==> config.mk <==
export PLATFORM = sky130hd
export DESIGN_NAME = passcode_serial_comparator
export DESIGN_NICKNAME = d
export VERILOG_FILES = /design/src/rtl/passcode_pkg.sv /design/src/rtl/passcode_shift_reg.sv /design/src/rtl/passcode_serial_comparator.sv
export SDC_FILE = /design/constraint.sdc
export NUM_CORES = 1
export LEC_CHECK = 0
export ABC_AREA = 1
export ABC_CLOCK_PERIOD_IN_PS = 1300
export CAP_MARGIN = 20
export CORE_ASPECT_RATIO = 1.2
export CORE_MARGIN = 2
export CORE_UTILIZATION = 39
export CTS_CLUSTER_SIZE = 10
export DETAILED_ROUTE_END_ITERATION = 10
export PLACE_DENSITY_LB_ADDON = 0.25
export SKIP_CTS_REPAIR_TIMING = 1
export SYNTH_ARGS = -nofsm -noshare
export SYNTH_HDL_FRONTEND = slang
export SYNTH_SLANG_ARGS = --single-unit
==> constraint.sdc <==
create_clock -name Clk_In -period 1.3 [get_ports Clk_In]
set_input_delay 0.13 -clock Clk_In [delete_from_list [all_inputs] [get_ports Clk_In]]
set_output_delay 0.13 -clock Clk_In [all_outputs]
set_load 0.02 [all_outputs]
==> src/rtl/passcode_pkg.sv <==
// rtl/passcode_pkg.sv - FSM state encoding and PASS/FAIL codes shared with the decoder
package passcode_pkg;

    typedef enum logic [1:0] {
        IDLE  = 2'd0,
        SHIFT = 2'd1,
        DONE  = 2'd2
    } state_e;

    localparam logic [1:0] PASS_CODE = 2'b01;
    localparam logic [1:0] FAIL_CODE = 2'b10;

endpackage

==> src/rtl/passcode_shift_reg.sv <==
// rtl/passcode_shift_reg.sv - parallel-load, MSB-out left shifter
module passcode_shift_reg #(
    parameter int WIDTH = 16
) (
    input  logic             clk_i,
    input  logic             rst_i,
    input  logic             load_i,
    input  logic             shift_i,
    input  logic [WIDTH-1:0] data_i,
    output logic             msb_o
);

    logic [WIDTH-1:0] data_q;

    always_ff @(posedge clk_i or posedge rst_i) begin
        if (rst_i) begin
            data_q <= '0;
        end else if (load_i) begin
            data_q <= data_i;
        end else if (shift_i) begin
            data_q <= {data_q[WIDTH-2:0], 1'b0};
        end
    end

    assign msb_o = data_q[WIDTH-1];

endmodule

==> src/rtl/passcode_serial_comparator.sv <==
// rtl/passcode_serial_comparator.sv - serial MSB-first passcode/ID compare; lockout via PASSCODE_LOCKOUT_EN
module passcode_serial_comparator
    import passcode_pkg::*;
#(
    parameter int ID_WIDTH  = 16
`ifdef PASSCODE_LOCKOUT_EN
    ,
    parameter int MAX_FAILS = 3
`endif
) (
    input  logic                Clk_In,
    input  logic                Rst_In,
    input  logic                Start_In,
    input  logic [ID_WIDTH-1:0] Passcode_In,
    input  logic [ID_WIDTH-1:0] ID_Stored_In,
    output logic                Busy_Out,
    output logic                ID_MissMatch_Flag_Out,
    output logic                LastBitFlag_Out
`ifdef PASSCODE_LOCKOUT_EN
    ,
    output logic                Locked_Out
`endif
);

    localparam int CNT_W = $clog2(ID_WIDTH);

    state_e           state_q, state_d;
    logic [CNT_W-1:0] cnt_q, cnt_d;
    logic             mis_q, mis_d;
    logic             last_q, last_d;
    logic             load, shift;
    logic             code_msb, id_msb;
    logic             locked;

    passcode_shift_reg #(.WIDTH(ID_WIDTH)) u_code_sr (
        .clk_i   (Clk_In),
        .rst_i   (Rst_In),
        .load_i  (load),
        .shift_i (shift),
        .data_i  (Passcode_In),
        .msb_o   (code_msb)
    );

    passcode_shift_reg #(.WIDTH(ID_WIDTH)) u_id_sr (
        .clk_i   (Clk_In),
        .rst_i   (Rst_In),
        .load_i  (load),
        .shift_i (shift),
        .data_i  (ID_Stored_In),
        .msb_o   (id_msb)
    );

    always_ff @(posedge Clk_In or posedge Rst_In) begin
        if (Rst_In) begin
            state_q <= IDLE;
            cnt_q   <= '0;
            mis_q   <= 1'b0;
            last_q  <= 1'b0;
        end else begin
            state_q <= state_d;
            cnt_q   <= cnt_d;
            mis_q   <= mis_d;
            last_q  <= last_d;
        end
    end

    always_comb begin
        state_d = state_q;
        cnt_d   = cnt_q;
        mis_d   = mis_q;
        last_d  = last_q;
        load    = 1'b0;
        shift   = 1'b0;
        case (state_q)
            IDLE, DONE: begin
                if (Start_In && !locked) begin
                    load    = 1'b1;
                    cnt_d   = CNT_W'(ID_WIDTH - 1);
                    mis_d   = 1'b0;
                    last_d  = 1'b0;
                    state_d = SHIFT;
                end
            end
            SHIFT: begin
                shift = 1'b1;
                mis_d = mis_q | (code_msb ^ id_msb);
                // Leave SHIFT on bit 0 so the counter never wraps
                if (cnt_q == '0) begin
                    last_d  = 1'b1;
                    state_d = DONE;
                end else begin
                    cnt_d = cnt_q - 1'b1;
                end
            end
            default: state_d = IDLE;
        endcase
    end

`ifdef PASSCODE_LOCKOUT_EN
    localparam int FAIL_W = $clog2(MAX_FAILS + 1);

    logic [FAIL_W-1:0] fail_q, fail_d;

    always_ff @(posedge Clk_In or posedge Rst_In) begin
        if (Rst_In) begin
            fail_q <= '0;
        end else begin
            fail_q <= fail_d;
        end
    end

    // Fail count settles on the edge that enters DONE, using the final mismatch value
    always_comb begin
        fail_d = fail_q;
        if (state_q == SHIFT && cnt_q == '0) begin
            if (mis_d) begin
                if (fail_q != FAIL_W'(MAX_FAILS)) begin
                    fail_d = fail_q + 1'b1;
                end
            end else begin
                fail_d = '0;
            end
        end
    end

    assign locked     = (fail_q == FAIL_W'(MAX_FAILS));
    assign Locked_Out = locked;
`else
    assign locked = 1'b0;
`endif

    assign Busy_Out              = (state_q == SHIFT);
    assign ID_MissMatch_Flag_Out = mis_q;
    assign LastBitFlag_Out       = last_q;

endmodule

* Word-level counts from Yosys, hierarchy flattened
Index checks and enable logic that the tools add are counted.
** Word-level totals
- Flip-flop bits (word level) :: 40
- Output and inout bits :: 3
- Bits of input ports :: 35
- Logic and storage cells :: 40
** Cells by class
- Add/sub/neg operators :: 1
- Mux-type cells :: 17
- Reductions and logical operators :: 9
- Equal/unequal tests :: 5
- Bitwise operators :: 2
** Operator list (count)
- 16-bit 2-to-1 mux :: 4
- 4-bit 2-to-1 mux :: 2
- 4-bit one-hot mux with 2 select lines :: 1
- 3-bit AND reduction :: 2
- 1-bit 2-to-1 mux :: 5
- 4-bit zero test :: 1
- 2-bit 2-to-1 mux :: 2
- 2-bit != test, second input constant :: 2
- 1-bit one-hot mux with 2 select lines :: 2
- 2-bit one-hot mux with 2 select lines :: 1
- 2-bit AND reduction :: 2
- 2-bit nonzero test :: 2
- 4-bit by 1-bit subtractor with 4-bit output, second input constant :: 1
- 2-bit by 1-bit == test with 1-bit output, second input constant :: 1
- 2-bit == test, second input constant :: 1
- 2-bit zero test :: 1
- 2-bit by 1-bit != test with 1-bit output, second input constant :: 1
- 2-bit OR reduction :: 1
- 1-bit OR :: 1
- 1-bit XOR :: 1

* Logic depth before layout (Yosys ltp)
Gate-level depths: netlist of the first run.
- Depth in word-level cells :: 4
- Depth in mapped cells :: 7
- Depth with buffers taken out :: 7

* Hierarchy
A second synthesis of the first run with hierarchy kept.
** Unflattened totals
- Cell total of the unflattened synthesis :: 225
- Area, all modules :: 1944.4 sq um
** Modules (own cells, without submodules)
- passcode_shift_reg :: area an instance 755.7 sq um, times used 2, seq. area each 400.4 sq um, cells each 88
- passcode_serial_comparator :: area an instance 432.9 sq um, times used 1, seq. area each 200.2 sq um, cells each 49

* Worst setup path before layout of the first run
No wires, ideal clock.
- Path type :: flip-flop to flip-flop
- From :: register cnt_q[0]
- To :: register cnt_q[0]
- Cell stages (with the launch flop) :: 8
- Clock period less this slack :: 1.123 ns
- Library setup time :: 0.117 ns
- Data required time :: 1.183 ns
- Buffers on the path :: 0
- Slack :: 0.177 ns
- Arrival :: 1.006 ns
- Path through :: dfrtp_1 -> inv_1 -> ha_1 -> nand3_1 -> nand2_2 -> nand2_4 -> nor2_1 -> nor2_1
** Between the ends
- Cells in the longest elaborated chain, start to end :: 3
- Elaborated cells on any way between the ends :: 6
- Classes of those cells :: 1 x add/sub; 1 x eq/ne; 2 x mux; 2 x reduce/logical
** RTL lines
- start: declaration :: line passcode_serial_comparator.sv:28 : logic [CNT_W-1:0] cnt_q, cnt_d;
- start signal: assignment :: line passcode_serial_comparator.sv:61 : cnt_q <= cnt_d;
- 4-bit by 1-bit subtractor with 4-bit output or 4-bit zero test (tied branches) :: line passcode_serial_comparator.sv:92, passcode_serial_comparator.sv:88
- 4-bit 2-to-1 mux or 2-bit != test (tied branches)
- 4-bit one-hot mux with 2 select lines or 3-bit AND reduction (tied branches)
Several ways; a longest one is shown, not always the timed one. The select of a mux whose other input is x is not followed.
A chain may end at the register's enable or synchronous reset.

* Worst setup path after layout of the first run
- From :: register state_q[1]
- To :: output Busy_Out
** Between the ends
- Cells in the longest elaborated chain, start to end :: 1
** RTL lines
- start: declaration :: line passcode_serial_comparator.sv:27 : state_e state_q, state_d;
- start signal: assignment :: line passcode_serial_comparator.sv:60 : state_q <= state_d;
- 2-bit by 1-bit == test with 1-bit output :: line passcode_serial_comparator.sv:132 : assign Busy_Out = (state_q == SHIFT);
- end: declaration :: line passcode_serial_comparator.sv:16 : output logic Busy_Out,
No other way between the ends.

==> metrics, run 1 <==
run status finished clean; Final GP Congestion 0.712; Hold Slack ~0.19 ns; measured slew at the worst slew-check pin about 0.23 ns; DRC errors left 0; n_diodes 0; Psw ~2200 uW; TritonCTS clock tree done; PD cells 2250 nW/um^2; Async SR Flop Fraction 100%; Yosys top cell by area dfrtp_1; num rows 27; vias after detailed routing ~1600; Nets about 310; max_slew headroom 84.9%; Max clock buf depth 2; Initial DRT Pass Iterations 4; largest net degree at the start of global routing just over 40; vias in the first global route between 1500 and 2000; total track usage between 15 and 20%; Mapped Cells 228; Yosys warnings 0; Design Area, Final 2500 um^2; Root Driver clkbuf_8; Worst-path clk slew approximately 0.07 ns; dpl cell area 2370 um^2; clock share of power approximately 13%; critical path peak fanout 2; die height 79.7 um; synth cell count leaders nand2_1 (74), o21ai_0 (41), dfrtp_1 (40); # fillers about 460; Initial Utilization roughly 41%; switching fraction of total power a little under 40%; die outline area 5350 um^2; wire length of the first global-routing pass 6940 um; worst skew pair latency 0.29 ns; synth unique cells 22; slowest library cell on the worst path dfrtp_1; EDFF count, synth 0; setup skew after layout 0.00453 ns; max cap viols 0; Worst IR Drop VDD between 1 and 1.5 mV; I/O Pins 38; logic gate share of total power 48.6%; post-synthesis cell area between 1500 and 2000 um^2; initial antenna violation count 0; fin crit period between 1 and 1.5 ns; Mean Syn Cell Area slightly above 8 um^2; Final Hold Violating Endpoints 0; Yosys top cell area share a little over half; internal cell power 3380 uW; Detailed Place HPWL between 2000 and 3000 um; Slew Limit Fails 0; largest cells by area after synthesis dfrtp_1 (54%), nand2_1 (15%), o21ai_0 (11%); H-tree depth 2; die width 67.1 um; Post-synth top flop dfrtp_1; Seq pwr share 38.0%; Detailed Route WL between 4000 and 5000 um; Max Clk Rate 814 MHz; critical path cell sequence nor2_4 > dlymetal6s2s_1; Pwr Total approximately 5600 uW; crit-path max cell delay ~0.42 ns; Crit. End Element primary output; placed cell count 324; Inserted Clock Buffers 5; leakage approximately 0.0012 uW; share of cells above drive strength 1 roughly 11%; IO buf count 37; drt via density between 4 and 5; wire per inst roughly 13 um; clock sinks 40; critical path class reg -> out; DRT iter0 DRCs slightly above 100; # setup viols final 0; GRT overflow 0; top-count cell post-synth nand2_1; critical path arrival ~1.1 ns; post-synthesis sequential area ratio 53.7%; Startpoint Class flip-flop; HP Class in -> async; synth-to-layout area growth 34.1%; period utilisation layout a little over nine tenths; syn nets roughly 260; Final ANT Viol Nets 0; Core Area around 4600 um^2; Worst EP required between 1 and 1.5 ns; final cell count without fillers 331; synthesized flop and latch total 40
[power groups by stage]
| stage | clock [uW] | sequential (uW) | combinational [uW] |
|---|---|---|---|
| global placement | 0 | 2140 | 2500 |
| detailed placement | 0 | 2150 | 2560 |
| floorplan | 0 | 2120 | 1790 |
| CTS | 776 | 2130 | 2580 |
| global route | 826 | 2200 | 3150 |
| finish | 752 | 2130 | 2730 |
[worst paths after layout]
kind                                           from                   end  slack [ns]  depth (start not counted)
worst min register to register  u_code_sr.data_q[1]   u_code_sr.data_q[1]        0.48                          2
worst min-delay path                         Rst_In     u_id_sr.data_q[8]        0.19                          3
worst max-delay path                     state_q[1]              Busy_Out        0.07                          2
worst max register to register           state_q[1]   u_code_sr.data_q[3]        0.08                          7
min in group Clk_In                 ID_Stored_In[0]     u_id_sr.data_q[0]        0.40                          3
max in group asynchronous                    Rst_In  u_code_sr.data_q[15]        0.91                          3
[cell usage in the layout, fill, tap and decap left out]
cell	count
nor3_1	1
nand2_4	3
nand3_1	5
buf_4	7
inv_2	3
dfrtp_1	40
nor2_4	1
nand2_2	2
o21ai_0	34
o22ai_1	1
buf_12	3
buf_6	2
buf_8	1
nand2_1	74
nand4_1	1
inv_4	2
clkbuf_8	5
a21oi_1	1
o211ai_1	5
dlymetal6s2s_1	3
o31ai_1	1
clkdlybuf4s50_1	34
o21ai_1	17
ha_4	1
inv_1	20
nor2_1	6
[critical path: cells and delay by family, from the launching register on]
| family | cells | cell delay (ns) |
|---|---|---|
| and+or+nand+nor | 1 | 0.15 |
| DFF | 1 | 0.42 |
| buffers and inverters | 1 | 0.24 |
[final cells by class]
class                           count  area (um^2)  share of cell area (%)
Clock buffer                        5         68.8                    2.75
Inverter                           25         98.8                    3.95
Sequential cell                    40         1000                    40.0
Multi-Input combinational cell    153          731                    29.2
Tap cell                           58         72.6                    2.90
Timing Repair Buffer               50          528                    21.1
[sequential cells by signal, summed over array words and instances (netlist names)]
| register | cells |
|---|---|
| u_id_sr.data_q | 16 |
| ID_MissMatch_Flag_Out | 1 |
| LastBitFlag_Out | 1 |
| state_q | 2 |
| u_code_sr.data_q | 16 |
| cnt_q | 4 |
[routing by layer]
layer | wire [um] | track usage [%]
met1 | 1940 | 22.6
met2 | 1980 | 27.3
met3 | 192 | 3.53
met4 | 73 | 8.57
met5 | 0 | 0
[cell families (layout without fill, tap and decap cells)]
kind of cell / count (synthesis) / in the layout / share of synthesized area [%]
simple gates: 93 / 93 / 20.6
compound gates: 59 / 59 / 16.7
flops: 40 / 40 / 53.7
buf+inv: 35 / 80 / 8.32
fa+ha+maj: 1 / 1 / 0.671
[per-stage QoR]
stage / setup TNS [ns] / setup WS [ns] / utilization (%)
2_1_floorplan: 0 / 0.177 / -
6_report: 0 / 0.0709 / 54.4
3_5_place_dp: -0.798 / -0.0816 / 51.6
5_1_grt: -0.0119 / -0.00577 / 54.4
4_1_cts: -0.565 / -0.334 / 53.1
3_3_place_gp: -0.518 / -0.0449 / 51.6
(Power assumes the default switching activity.)
==> inputs of run 2 (changes only) <==
--- a/config.mk
+++ b/config.mk
@@ -7,7 +7,6 @@
 export LEC_CHECK = 0
 export ABC_AREA = 1
 export ABC_CLOCK_PERIOD_IN_PS = 1300
-export CAP_MARGIN = 20
 export CORE_ASPECT_RATIO = 1.2
 export CORE_MARGIN = 2
 export CORE_UTILIZATION = 39
@@ -15,6 +14,7 @@
 export DETAILED_ROUTE_END_ITERATION = 10
 export PLACE_DENSITY_LB_ADDON = 0.25
 export SKIP_CTS_REPAIR_TIMING = 1
+export SLEW_MARGIN = 40
 export SYNTH_ARGS = -nofsm -noshare
 export SYNTH_HDL_FRONTEND = slang
 export SYNTH_SLANG_ARGS = --single-unit
==> results of run 2 <==
The final DEF is identical to that of run 1; final timing and power are the same.
